[src/rtl/imem_loader_pkg.sv]
// imem_loader_pkg: shared definitions for the LEGv8 program loader.
// Holds the 4-bit op-select codes, the standard LEGv8 opcode constants,
// the field widths of each instruction format, the loader FSM state
// type and a small immediate range-check helper. The encoder and any
// decoder import this package, so the two cannot disagree on encodings.
package imem_loader_pkg;

  // Op-select codes presented on in_op
  typedef enum logic [3:0] {
    OP_ADD    = 4'd0,
    OP_SUB    = 4'd1,
    OP_AND    = 4'd2,
    OP_ORR    = 4'd3,
    OP_ADDI   = 4'd4,
    OP_LDUR   = 4'd5,
    OP_LDURB  = 4'd6,
    OP_LDURH  = 4'd7,
    OP_LDURSW = 4'd8,
    OP_STUR   = 4'd9,
    OP_STURB  = 4'd10,
    OP_STURH  = 4'd11,
    OP_STURW  = 4'd12,
    OP_CBZ    = 4'd13,
    OP_CBNZ   = 4'd14,
    OP_B      = 4'd15
  } op_e;

  // Field widths
  localparam int R_OPC_W  = 11;
  localparam int I_OPC_W  = 10;
  localparam int D_OPC_W  = 11;
  localparam int CB_OPC_W = 8;
  localparam int B_OPC_W  = 6;
  localparam int IMM12_W  = 12;
  localparam int ADDR9_W  = 9;
  localparam int ADDR19_W = 19;
  localparam int ADDR26_W = 26;
  localparam int IMM_IN_W = 27;

  // R-format opcodes
  localparam logic [R_OPC_W-1:0]  OPC_ADD    = 11'b10001011000;
  localparam logic [R_OPC_W-1:0]  OPC_SUB    = 11'b11001011000;
  localparam logic [R_OPC_W-1:0]  OPC_AND    = 11'b10001010000;
  localparam logic [R_OPC_W-1:0]  OPC_ORR    = 11'b10101010000;
  // I-format opcode
  localparam logic [I_OPC_W-1:0]  OPC_ADDI   = 10'b1001000100;
  // D-format opcodes
  localparam logic [D_OPC_W-1:0]  OPC_LDUR   = 11'b11111000010;
  localparam logic [D_OPC_W-1:0]  OPC_STUR   = 11'b11111000000;
  localparam logic [D_OPC_W-1:0]  OPC_LDURB  = 11'b00111000010;
  localparam logic [D_OPC_W-1:0]  OPC_STURB  = 11'b00111000000;
  localparam logic [D_OPC_W-1:0]  OPC_LDURH  = 11'b01111000010;
  localparam logic [D_OPC_W-1:0]  OPC_STURH  = 11'b01111000000;
  localparam logic [D_OPC_W-1:0]  OPC_LDURSW = 11'b10111000100;
  localparam logic [D_OPC_W-1:0]  OPC_STURW  = 11'b10111000000;
  // CB-format opcodes
  localparam logic [CB_OPC_W-1:0] OPC_CBZ    = 8'b10110100;
  localparam logic [CB_OPC_W-1:0] OPC_CBNZ   = 8'b10110101;
  // B-format opcode
  localparam logic [B_OPC_W-1:0]  OPC_B      = 6'b000101;

  // Loader FSM states
  typedef enum logic [1:0] {
    ST_LOAD  = 2'd0,
    ST_DONE  = 2'd1,
    ST_ERROR = 2'd2
  } state_e;

  // True when the 27-bit two's-complement value fits in a signed field of
  // width w, i.e. every bit from w-1 upward equals the sign bit.
  function automatic logic fits_signed(input logic [IMM_IN_W-1:0] v, input int w);
    logic ok;
    ok = 1'b1;
    for (int i = 0; i < IMM_IN_W; i++) begin
      if (i >= w - 1 && v[i] != v[IMM_IN_W-1]) ok = 1'b0;
    end
    return ok;
  endfunction

endpackage

[src/rtl/insn_encoder.sv]
// insn_encoder: combinational LEGv8 instruction encoder.
// Ports:
//   op_i       4-bit op select (op_e)
//   rd_i       Rd for R/I formats, Rt for D/CB formats
//   rn_i, rm_i source register fields
//   imm_i      27-bit two's-complement immediate (ADDI treated unsigned)
//   word_o     32-bit machine word
//   range_ok_o immediate fits the destination field of the selected format
module insn_encoder
  import imem_loader_pkg::*;
(
  input  logic [3:0]          op_i,
  input  logic [4:0]          rd_i,
  input  logic [4:0]          rn_i,
  input  logic [4:0]          rm_i,
  input  logic [IMM_IN_W-1:0] imm_i,
  output logic [31:0]         word_o,
  output logic                range_ok_o
);

  logic [R_OPC_W-1:0] r_opc;
  logic [D_OPC_W-1:0] d_opc;

  always_comb begin
    word_o     = '0;
    range_ok_o = 1'b1;
    r_opc      = OPC_ADD;
    d_opc      = OPC_LDUR;
    case (op_i)
      OP_ADD, OP_SUB, OP_AND, OP_ORR: begin
        case (op_i)
          OP_SUB:  r_opc = OPC_SUB;
          OP_AND:  r_opc = OPC_AND;
          OP_ORR:  r_opc = OPC_ORR;
          default: r_opc = OPC_ADD;
        endcase
        // shamt is always zero for these ops
        word_o = {r_opc, rm_i, 6'b000000, rn_i, rd_i};
      end
      OP_ADDI: begin
        word_o     = {OPC_ADDI, imm_i[IMM12_W-1:0], rn_i, rd_i};
        // Unsigned: any bit above the 12-bit field (including sign) rejects
        range_ok_o = (imm_i[IMM_IN_W-1:IMM12_W] == '0);
      end
      OP_LDUR, OP_LDURB, OP_LDURH, OP_LDURSW,
      OP_STUR, OP_STURB, OP_STURH, OP_STURW: begin
        case (op_i)
          OP_LDURB:  d_opc = OPC_LDURB;
          OP_LDURH:  d_opc = OPC_LDURH;
          OP_LDURSW: d_opc = OPC_LDURSW;
          OP_STUR:   d_opc = OPC_STUR;
          OP_STURB:  d_opc = OPC_STURB;
          OP_STURH:  d_opc = OPC_STURH;
          OP_STURW:  d_opc = OPC_STURW;
          default:   d_opc = OPC_LDUR;
        endcase
        word_o     = {d_opc, imm_i[ADDR9_W-1:0], 2'b00, rn_i, rd_i};
        range_ok_o = fits_signed(imm_i, ADDR9_W);
      end
      OP_CBZ, OP_CBNZ: begin
        word_o     = {(op_i == OP_CBNZ) ? OPC_CBNZ : OPC_CBZ,
                      imm_i[ADDR19_W-1:0], rd_i};
        range_ok_o = fits_signed(imm_i, ADDR19_W);
      end
      default: begin // OP_B
        word_o     = {OPC_B, imm_i[ADDR26_W-1:0]};
        range_ok_o = fits_signed(imm_i, ADDR26_W);
      end
    endcase
  end

endmodule

[src/rtl/imem_loader.sv]
// imem_loader: boot-time program loader.
// Accepts symbolic LEGv8 instructions over a valid/ready stream, encodes
// them and writes the words to consecutive instruction-memory addresses
// from 0, holding the core in reset until the last word is written.
// Ports:
//   clk, reset          clock, synchronous active-high reset
//   in_valid/in_ready   request handshake
//   in_op/rd/rn/rm/imm  symbolic instruction fields
//   in_last             final instruction of the program
//   imem_we/addr/wdata  registered instruction-memory write port
//   core_reset          processor held in reset while 1
//   done, error         program loaded / load aborted (sticky until reset)
module imem_loader
  import imem_loader_pkg::*;
#(
  parameter int ADDR_WIDTH = 8
) (
  input  logic                  clk,
  input  logic                  reset,
  input  logic                  in_valid,
  output logic                  in_ready,
  input  logic [3:0]            in_op,
  input  logic [4:0]            in_rd,
  input  logic [4:0]            in_rn,
  input  logic [4:0]            in_rm,
  input  logic [IMM_IN_W-1:0]   in_imm,
  input  logic                  in_last,
  output logic                  imem_we,
  output logic [ADDR_WIDTH-1:0] imem_addr,
  output logic [31:0]           imem_wdata,
  output logic                  core_reset,
  output logic                  done,
  output logic                  error
);

  state_e                state_q;
  logic [ADDR_WIDTH-1:0] cnt_q;
  logic [ADDR_WIDTH-1:0] addr_q;
  logic [31:0]           wdata_q;
  logic                  we_q;
  logic                  core_reset_q;
  logic                  done_q;
  logic                  error_q;

  logic [31:0] enc_word;
  logic        enc_ok;
  logic        hs;
  logic        at_top;

  insn_encoder u_enc (
    .op_i       (in_op),
    .rd_i       (in_rd),
    .rn_i       (in_rn),
    .rm_i       (in_rm),
    .imm_i      (in_imm),
    .word_o     (enc_word),
    .range_ok_o (enc_ok)
  );

  // Gating with reset makes in_ready drop in the reset cycle itself and
  // rise in the first cycle after it.
  assign in_ready = (state_q == ST_LOAD) && !reset;
  assign hs       = in_valid && in_ready;
  assign at_top   = (cnt_q == '1);

  always_ff @(posedge clk) begin
    if (reset) begin
      state_q      <= ST_LOAD;
      cnt_q        <= '0;
      addr_q       <= '0;
      wdata_q      <= '0;
      we_q         <= 1'b0;
      core_reset_q <= 1'b1;
      done_q       <= 1'b0;
      error_q      <= 1'b0;
    end else begin
      we_q <= 1'b0;
      // Status flags follow the state one cycle late, so the final write
      // lands before done/error are reported.
      done_q       <= (state_q == ST_DONE);
      error_q      <= (state_q == ST_ERROR);
      core_reset_q <= (state_q != ST_DONE);
      if (hs) begin
        if (!enc_ok) begin
          // A rejected request reports immediately; nothing is written.
          state_q <= ST_ERROR;
          error_q <= 1'b1;
        end else begin
          we_q    <= 1'b1;
          addr_q  <= cnt_q;
          wdata_q <= enc_word;
          cnt_q   <= cnt_q + 1'b1;
          if (in_last) begin
            state_q <= ST_DONE;
          end else if (at_top) begin
            // Memory full with more to come: never wrap onto address 0.
            state_q <= ST_ERROR;
          end
        end
      end
    end
  end

  // A write still pending when reset arrives is discarded.
  assign imem_we    = we_q && !reset;
  assign imem_addr  = addr_q;
  assign imem_wdata = wdata_q;
  assign core_reset = core_reset_q;
  assign done       = done_q;
  assign error      = error_q;

endmodule

[config.mk]
export PLATFORM = sky130hd
export DESIGN_NAME = imem_loader
export DESIGN_NICKNAME = d
export VERILOG_FILES = /design/src/rtl/imem_loader_pkg.sv /design/src/rtl/insn_encoder.sv /design/src/rtl/imem_loader.sv
export SDC_FILE = /design/constraint.sdc
export NUM_CORES = 1
export LEC_CHECK = 0
export ABC_AREA = 1
export BUFFER_PORTS_ARGS = -buffer_cell sky130_fd_sc_hd__buf_2
export CORE_UTILIZATION = 25
export CTS_CLUSTER_SIZE = 12
export DETAILED_ROUTE_END_ITERATION = 8
export MAX_ROUTING_LAYER = met4
export PLACE_DENSITY = 0.44
export SLEW_MARGIN = 0
export SYNTH_ARGS = -nofsm -noshare
export SYNTH_HDL_FRONTEND = slang
export SYNTH_HIERARCHICAL = 1
export SYNTH_SLANG_ARGS = --single-unit
[constraint.sdc]
create_clock -name clk -period 1.67 [get_ports clk]
set_input_delay 0.167 -clock clk [delete_from_list [all_inputs] [get_ports clk]]
set_output_delay 0.167 -clock clk [all_outputs]
set_load 0.01 [all_outputs]
======== Word-level counts from Yosys, hierarchy flattened ========
Cells that the tools add are included.
storage, ports and cells
  word-level logic and storage cells ...... 98
  output and inout port bits .............. 45
  register bits after elaboration ......... 54
  input port bits ......................... 50
operators by class
  reductions and logical operators ........ 13
  multiplexer cells ....................... 38
  add/sub/neg operators ................... 1
  bitwise gates (word level) .............. 1
  equality and inequality tests ........... 37
operators by type and width
  cell                                                 count
  case mux 32 bit (4 select lines)                     1
  case mux 11 bit (7 select lines)                     1
  two-way mux 1 bit                                    31
  case mux 10 bit (3 select lines)                     1
  equality test 4 bit, second input constant           7
  != test 1 bit                                        18
  equality test 4 x 3 -> 1 bit, second input constant  4
  zero test 15 bit                                     1
  adder 8 x 1 -> 8 bit, second input constant          1
  equality test 4 x 2 -> 1 bit, second input constant  2
  equality test 8 bit, second input constant           1
  OR reduction 8 bit                                   1
  two-way mux 2 bit                                    3
  equality test 4 x 1 -> 1 bit, second input constant  1
  zero test 4 bit                                      1
  case mux 1 bit (4 select lines)                      1
  AND reduction 2 bit                                  2
  OR reduction 2 bit                                   2
  OR reduction 4 bit                                   1
  logical AND 1 bit                                    3
  != test 3 x 2 -> 1 bit, second input constant        1
  equality test 2 x 1 -> 1 bit, second input constant  1
  equality test 2 bit, second input constant           1
  zero test 2 bit                                      1
  3 further kinds                                      3

======== Logic depth before layout (Yosys ltp) ========
  word-level depth ........................ 22
  mapped depth ............................ 17
  depth with buffers taken out ............ 16

======== Hierarchy ========
The synthesis kept the hierarchy.
by module, submodules not included
  module        instances  cells each  seq. area each (sq um)  area each (sq um)
  imem_loader   1          258         1081.0                  2037.0
  insn_encoder  1          183         0.0                     991.0

======== Least setup slack after synthesis ========
OpenSTA, ideal clock, no wires.
  path kind ............................... in2reg
  start ................................... in in_imm[15]
  end ..................................... reg wdata_q[10], in the netlist imem_wdata[10]
  path slack .............................. -0.026 ns
  buffers on the path ..................... 2
  library setup time ...................... 0.071 ns
  data required time ...................... 1.599 ns
  cell stages on the path ................. 14
  arrival ................................. 1.625 ns
  cells stage by stage .................... or2_2 -> nor2_1 -> nand2_1 -> nand3_1 -> nand3_1 -> nand2_1 -> nand2_1 -> nand2_1 -> nand4_4 -> inv_2 -> buf_6 -> buf_6 -> nand2_2 -> a21oi_2
between the ends
  word-level cells in the longest chain between the ends .. 14
  elaborated cells between the ends (all ways) .. 15
  classes of those cells .................. eq/ne: 1; mux: 12; reduce/logical: 2
RTL lines
  what                                      RTL line               source
  from (decl)                               imem_loader.sv:26      input logic [IMM_IN_W-1:0] in_imm,
  != test 1 bit                             imem_loader_pkg.sv:75  if (i >= w - 1 && v[i] != v[IMM_IN_W-1]) ok = 1'b0;
  two-way mux 1 bit (11 in series)          imem_loader_pkg.sv:75
  case mux 1 bit (4 select lines) (*)       insn_encoder.sv:29     case (op_i)
  via enc_ok                                imem_loader.sv:46      logic enc_ok;
  AND reduction 2 bit (no source line) (*)  --
  to (signal assigned)                      imem_loader.sv:91      wdata_q <= enc_word;
  to (decl)                                 imem_loader.sv:39      logic [31:0] wdata_q;
The timed path passes the listed nets; every way through them passes the cells marked *.
A chain may end at the register's enable or synchronous reset.

======== Final worst setup path ========
  start ................................... in in_imm[15]
  end ..................................... reg cnt_q[0]
between the ends
  word-level cells in the longest chain between the ends .. 14
  elaborated cells between the ends (all ways) .. 15
  classes of those cells .................. eq/ne: 1; mux: 12; reduce/logical: 2
RTL lines
  what                                      RTL line               source
  != test 1 bit                             imem_loader_pkg.sv:75
  two-way mux 1 bit (11 in series)          imem_loader_pkg.sv:75
  case mux 1 bit (4 select lines) (*)       insn_encoder.sv:29
  via enc_ok                                imem_loader.sv:46
  AND reduction 2 bit (no source line) (*)  --
  to (signal assigned)                      imem_loader.sv:92      cnt_q <= cnt_q + 1'b1;
  to (decl)                                 imem_loader.sv:37      logic [ADDR_WIDTH-1:0] cnt_q;
Marks and branches as above.

==> impl_metrics.prom <==
# TYPE chip_impl_metric gauge
chip_impl_metric{name="dpl_worst_slack",unit="ns"} -0.187
chip_impl_metric{name="design.die.area",unit="µm²"} 12600
chip_impl_metric{name="grt_antenna_before_repair",unit=""} 0
chip_impl_info{name="yosys_most_used_dff",value="sky130_fd_sc_hd__dfxtp_1"} 1
chip_impl_metric{name="slew_headroom",unit=""} 0.773
chip_impl_metric{name="mappedNetlistNets",unit=""} 492
chip_impl_metric{name="p_leak",unit="nW"} 1.88
chip_impl_info{name="worst_path_most_repeated_cell",value="sky130_fd_sc_hd__nand2_1"} 1
chip_impl_metric{name="seq_area_frac_synth",unit=""} 0.357
chip_impl_metric{name="insertedDiodeCount",unit=""} 0
chip_impl_metric{name="layout.nets",unit=""} 623
chip_impl_metric{name="synth-xor-area-share",unit=""} 0
chip_impl_metric{name="rows",unit=""} 39
chip_impl_info{name="dominant_combinational_cell_family_by_area_after_synthesis",value="simple AND/OR/NAND/NOR gates"} 1
chip_impl_metric{name="die_y",unit="µm"} 112
chip_impl_info{name="synth_area_leader_cell",value="sky130_fd_sc_hd__dfxtp_1"} 1
chip_impl_metric{name="max-cap-violations",unit=""} 0
chip_impl_info{name="worstSetupPathType",value="primary input to flop"} 1
chip_impl_metric{name="min_period",unit="ns"} 1.50
chip_impl_metric{name="least_margin_pin_slew",unit="ns"} 0.341
chip_impl_metric{name="cts.clk_slew.worst_paths",unit="ns"} 0.08
chip_impl_metric{name="initialDrtViolationCount",unit=""} 142
chip_impl_metric{name="yosys_register_bits",unit=""} 54
chip_impl_metric{name="remaining_drc_errors",unit=""} 3
chip_impl_metric{name="ios",unit=""} 95
chip_impl_metric{name="max_clock_freq",unit="MHz"} 668
chip_impl_metric{name="postCtsSetupRepairBufs",unit=""} 0
chip_impl_metric{name="timing_max_transition_violations_final",unit=""} 0
chip_impl_info{name="root_buffer",value="sky130_fd_sc_hd__clkbuf_16"} 1
chip_impl_info{name="top_cells_by_area_synth",value="sky130_fd_sc_hd__dfxtp_1 (36%), sky130_fd_sc_hd__nand2_1 (20%), sky130_fd_sc_hd__a21oi_1 (7.3%), sky130_fd_sc_hd__nor2_1 (4.1%), sky130_fd_sc_hd__inv_1 (3.3%)"} 1
chip_impl_info{name="synth.most_common_cell",value="sky130_fd_sc_hd__nand2_1"} 1
chip_impl_info{name="tritoncts",value="built"} 1
chip_impl_info{name="violations",value="design-rule violations"} 1
chip_impl_metric{name="grt_pass1_wl",unit="µm"} 15400
chip_impl_metric{name="hpwl",unit="µm"} 7470
chip_impl_metric{name="async_reset_ff_frac",unit=""} 0
chip_impl_metric{name="final.setup.worst_slack",unit="ns"} 0.172
chip_impl_metric{name="htreeDepth",unit=""} 2
chip_impl_metric{name="synth_compound_gate_area_share",unit=""} 0.212
chip_impl_metric{name="reg2regPathDepth",unit=""} 8
chip_impl_metric{name="synth.avg_cell_area",unit="µm²"} 6.87
chip_impl_metric{name="clock_insertion_delay_at_the_later_pin_of_the_skew_report",unit="ns"} 0.30
chip_impl_metric{name="post_drt_via_cell_ratio",unit=""} 4.49
chip_impl_metric{name="max_stage_delay",unit="ns"} 0.30
chip_impl_metric{name="total_power",unit="W"} 0.00294
chip_impl_info{name="crit_slowest_cell",value="sky130_fd_sc_hd__or2_2"} 1
chip_impl_info{name="class_of_the_tightest_hold_or_removal_check",value="primary input to flop"} 1
chip_impl_metric{name="placement.io_buffers",unit=""} 94
chip_impl_metric{name="gr-usage-all-layers",unit=""} 0.158
chip_impl_metric{name="worst_hold_depth",unit=""} 3
chip_impl_metric{name="final_util",unit=""} 0.354
chip_impl_metric{name="finalWirelength",unit="µm"} 9360
chip_impl_metric{name="critPathArrivalTime",unit="ns"} 1.70
chip_impl_metric{name="dieWidth",unit="µm"} 112
chip_impl_metric{name="max-clock-path-buffers",unit=""} 2
chip_impl_metric{name="tritoncts.num_buffers",unit=""} 5
chip_impl_metric{name="cts.sink_count",unit=""} 54
chip_impl_metric{name="synth_cells",unit=""} 441
chip_impl_metric{name="synth_edf_count",unit=""} 0
chip_impl_metric{name="avgRoutedWirePerCell",unit="µm"} 13.1
chip_impl_metric{name="yosys.area_share.simple",unit=""} 0.343
chip_impl_metric{name="via_count",unit=""} 3215
chip_impl_info{name="critical_path.startpoint_type",value="primary input"} 1
chip_impl_info{name="synth.top_cells.by_count",value="sky130_fd_sc_hd__nand2_1 (158), sky130_fd_sc_hd__dfxtp_1 (54), sky130_fd_sc_hd__a21oi_1 (44)"} 1
chip_impl_metric{name="final-setup-viol-count",unit=""} 0
chip_impl_metric{name="fin_crit_sh",unit=""} 0.897
chip_impl_metric{name="initial_core_util",unit=""} 0.261
chip_impl_info{name="run_status",value="complete, but fails checks"} 1
chip_impl_info{name="rsz0062_at_grt",value="no"} 1
chip_impl_metric{name="timing_hold_violations_final",unit=""} 0
chip_impl_metric{name="post_synth_instance_area",unit="µm²"} 3030
chip_impl_metric{name="ir_worst_vdd",unit="mV"} 0.394
chip_impl_metric{name="post_synth_num_cell_types",unit=""} 36
chip_impl_metric{name="globalplace.congestion",unit=""} 0.938
chip_impl_metric{name="post-synth-top-area-fraction",unit=""} 0.357
chip_impl_metric{name="via_count_of_the_first_global_routing_pass",unit=""} 3161
chip_impl_metric{name="finClkSkew",unit="ns"} 0.00407
chip_impl_metric{name="grt_remaining_overflow",unit=""} 0
chip_impl_metric{name="area_delta_synth_final",unit="%"} 35.7
chip_impl_metric{name="post_route_cells_drive_above_1_share",unit=""} 0.379
chip_impl_metric{name="firstDrtPassIters",unit=""} 6
chip_impl_metric{name="critical_path_fanout_max",unit=""} 28
chip_impl_metric{name="synth.area.mux_share",unit=""} 0
chip_impl_info{name="setup.worst_path.start",value="in_imm[15]"} 1
chip_impl_metric{name="power.density_cell_area",unit="nW/µm²"} 715
chip_impl_metric{name="synthesis.yosys.warnings",unit=""} 6
chip_impl_metric{name="crit_required",unit="ns"} 1.87
chip_impl_info{name="timing.critical_path.cells",value="buf_2, or2_2, nor2_2, nand2_1, nand3_1, nand3_1, nand2_1, nand2_1, nand2_2, nand4_4, inv_2, buf_12, nand2_1, nand2_1, a21oi_1"} 1
chip_impl_metric{name="core",unit="µm²"} 11600
chip_impl_info{name="min-delay-start",value="in_last"} 1
chip_impl_metric{name="synthAdderAreaFrac",unit=""} 0.00413
chip_impl_info{name="timing.critical_path.to_type",value="flop"} 1
chip_impl_metric{name="drt.antenna.violating_nets",unit=""} 0
chip_impl_info{name="worstReg2RegStart",value="cnt_q[0]"} 1
chip_impl_metric{name="maximum_number_of_pins_on_one_net_before_global_route_repair",unit=""} 29
final cells by class:
cell class / instances / area (µm²)
Clock buffer: 5 / 125
Timing Repair Buffer: 141 / 840
Clock inverter: 3 / 28.8
Multi-Input combinational cell: 331 / 1700
Tap cell: 143 / 179
Fill cell: 1330 / 7510
Inverter: 39 / 154
Sequential cell: 54 / 1080
cell usage in the layout, fill, tap and decap left out, types with 2 or more instances in the layout:
cell type / netlist / final
sky130_fd_sc_hd__nand2_1: 158 / 157
sky130_fd_sc_hd__buf_2: 4 / 94
sky130_fd_sc_hd__dfxtp_1: 54 / 54
sky130_fd_sc_hd__buf_4: 1 / 45
sky130_fd_sc_hd__a21oi_1: 44 / 44
sky130_fd_sc_hd__nor2_1: 33 / 32
sky130_fd_sc_hd__inv_1: 27 / 27
sky130_fd_sc_hd__nand2_2: 14 / 15
sky130_fd_sc_hd__nand3_1: 15 / 15
sky130_fd_sc_hd__a21oi_2: 11 / 11
sky130_fd_sc_hd__inv_2: 10 / 10
sky130_fd_sc_hd__o21ai_0: 10 / 10
sky130_fd_sc_hd__o211ai_2: 8 / 8
sky130_fd_sc_hd__o21ai_2: 6 / 6
sky130_fd_sc_hd__clkbuf_16: 0 / 5
sky130_fd_sc_hd__o21ai_1: 4 / 4
sky130_fd_sc_hd__nor2_4: 3 / 3
sky130_fd_sc_hd__nor3_1: 4 / 3
sky130_fd_sc_hd__clkinv_4: 1 / 3
sky130_fd_sc_hd__nand2_4: 3 / 3
sky130_fd_sc_hd__nor2_2: 2 / 3
sky130_fd_sc_hd__o2111ai_1: 2 / 2
sky130_fd_sc_hd__o22ai_1: 2 / 2
sky130_fd_sc_hd__o221ai_1: 2 / 2
sky130_fd_sc_hd__o211ai_1: 2 / 2
flip-flops by register name, summed over array words and instances, names as in the netlist:
register,count
core_reset,1
state_q,2
imem_addr,8
error,1
we_q,1
imem_wdata,32
done,1
cnt_q,8
worst paths after layout:
path                  end  slack, ns
max              cnt_q[0]       0.17
min            state_q[0]       0.16
max reg2reg      cnt_q[6]       0.31
min reg2reg  imem_addr[3]       0.46
worst max-delay path: cells and delay by family:
kind,cells,cell delay (ns)
simple gates,11,1.08
buf+inv,3,0.42
compound gates,1,0.04
report_power, final:
part | total [W] | internal [W] | switching (W)
sequential | 0.00132 | 0.00131 | 0.0000116
clock | 0.00109 | 0.000573 | 0.000520
combinational | 0.000522 | 0.000219 | 0.000303
total | 0.00294 | 0.00210 | 0.000835
metal layers:
layer | up-vias | wire, µm | track usage
li1 | 1685 | - | -
met1 | 1448 | 4350 | 0.197
met2 | 75 | 4470 | 0.265
met3 | 7 | 408 | 0.0275
met4 | 0 | 126 | 0.0436
met5 | - | 0 | -
stage by stage:
stage | instance area [µm²] | instances | hold WS [ns] | TNS, ns
after CTS | 4100 | 716 | 0.157 | 0
final | 4110 | 716 | 0.164 | 0
after floorplan | 3030 | 441 | 0.327 | 0
after global routing | 4110 | 716 | 0.159 | 0
after detailed placement | 3940 | 708 | 0.453 | -6.10
after global placement | 3940 | 708 | 0.453 | -4.60
repair_timing:
| action | 4_1_cts | 5_1_grt |
|---|---|---|
| endpoints found under the setup margin | 0 | 6 |
| gates resized for setup | 0 | 3 |
| hold buffers | 0 | 0 |
logic make-up (layout without fill, tap and decap cells):
| logic type | after synthesis | count (layout) |
|---|---|---|
| and+or+nand+nor | 236 | 236 |
| AOI/OAI and AO/OA | 94 | 94 |
| buffers and inverters | 56 | 188 |
| DFF | 54 | 54 |
| adders and majority gates | 1 | 1 |
Power figures use the tool's default switching activity.
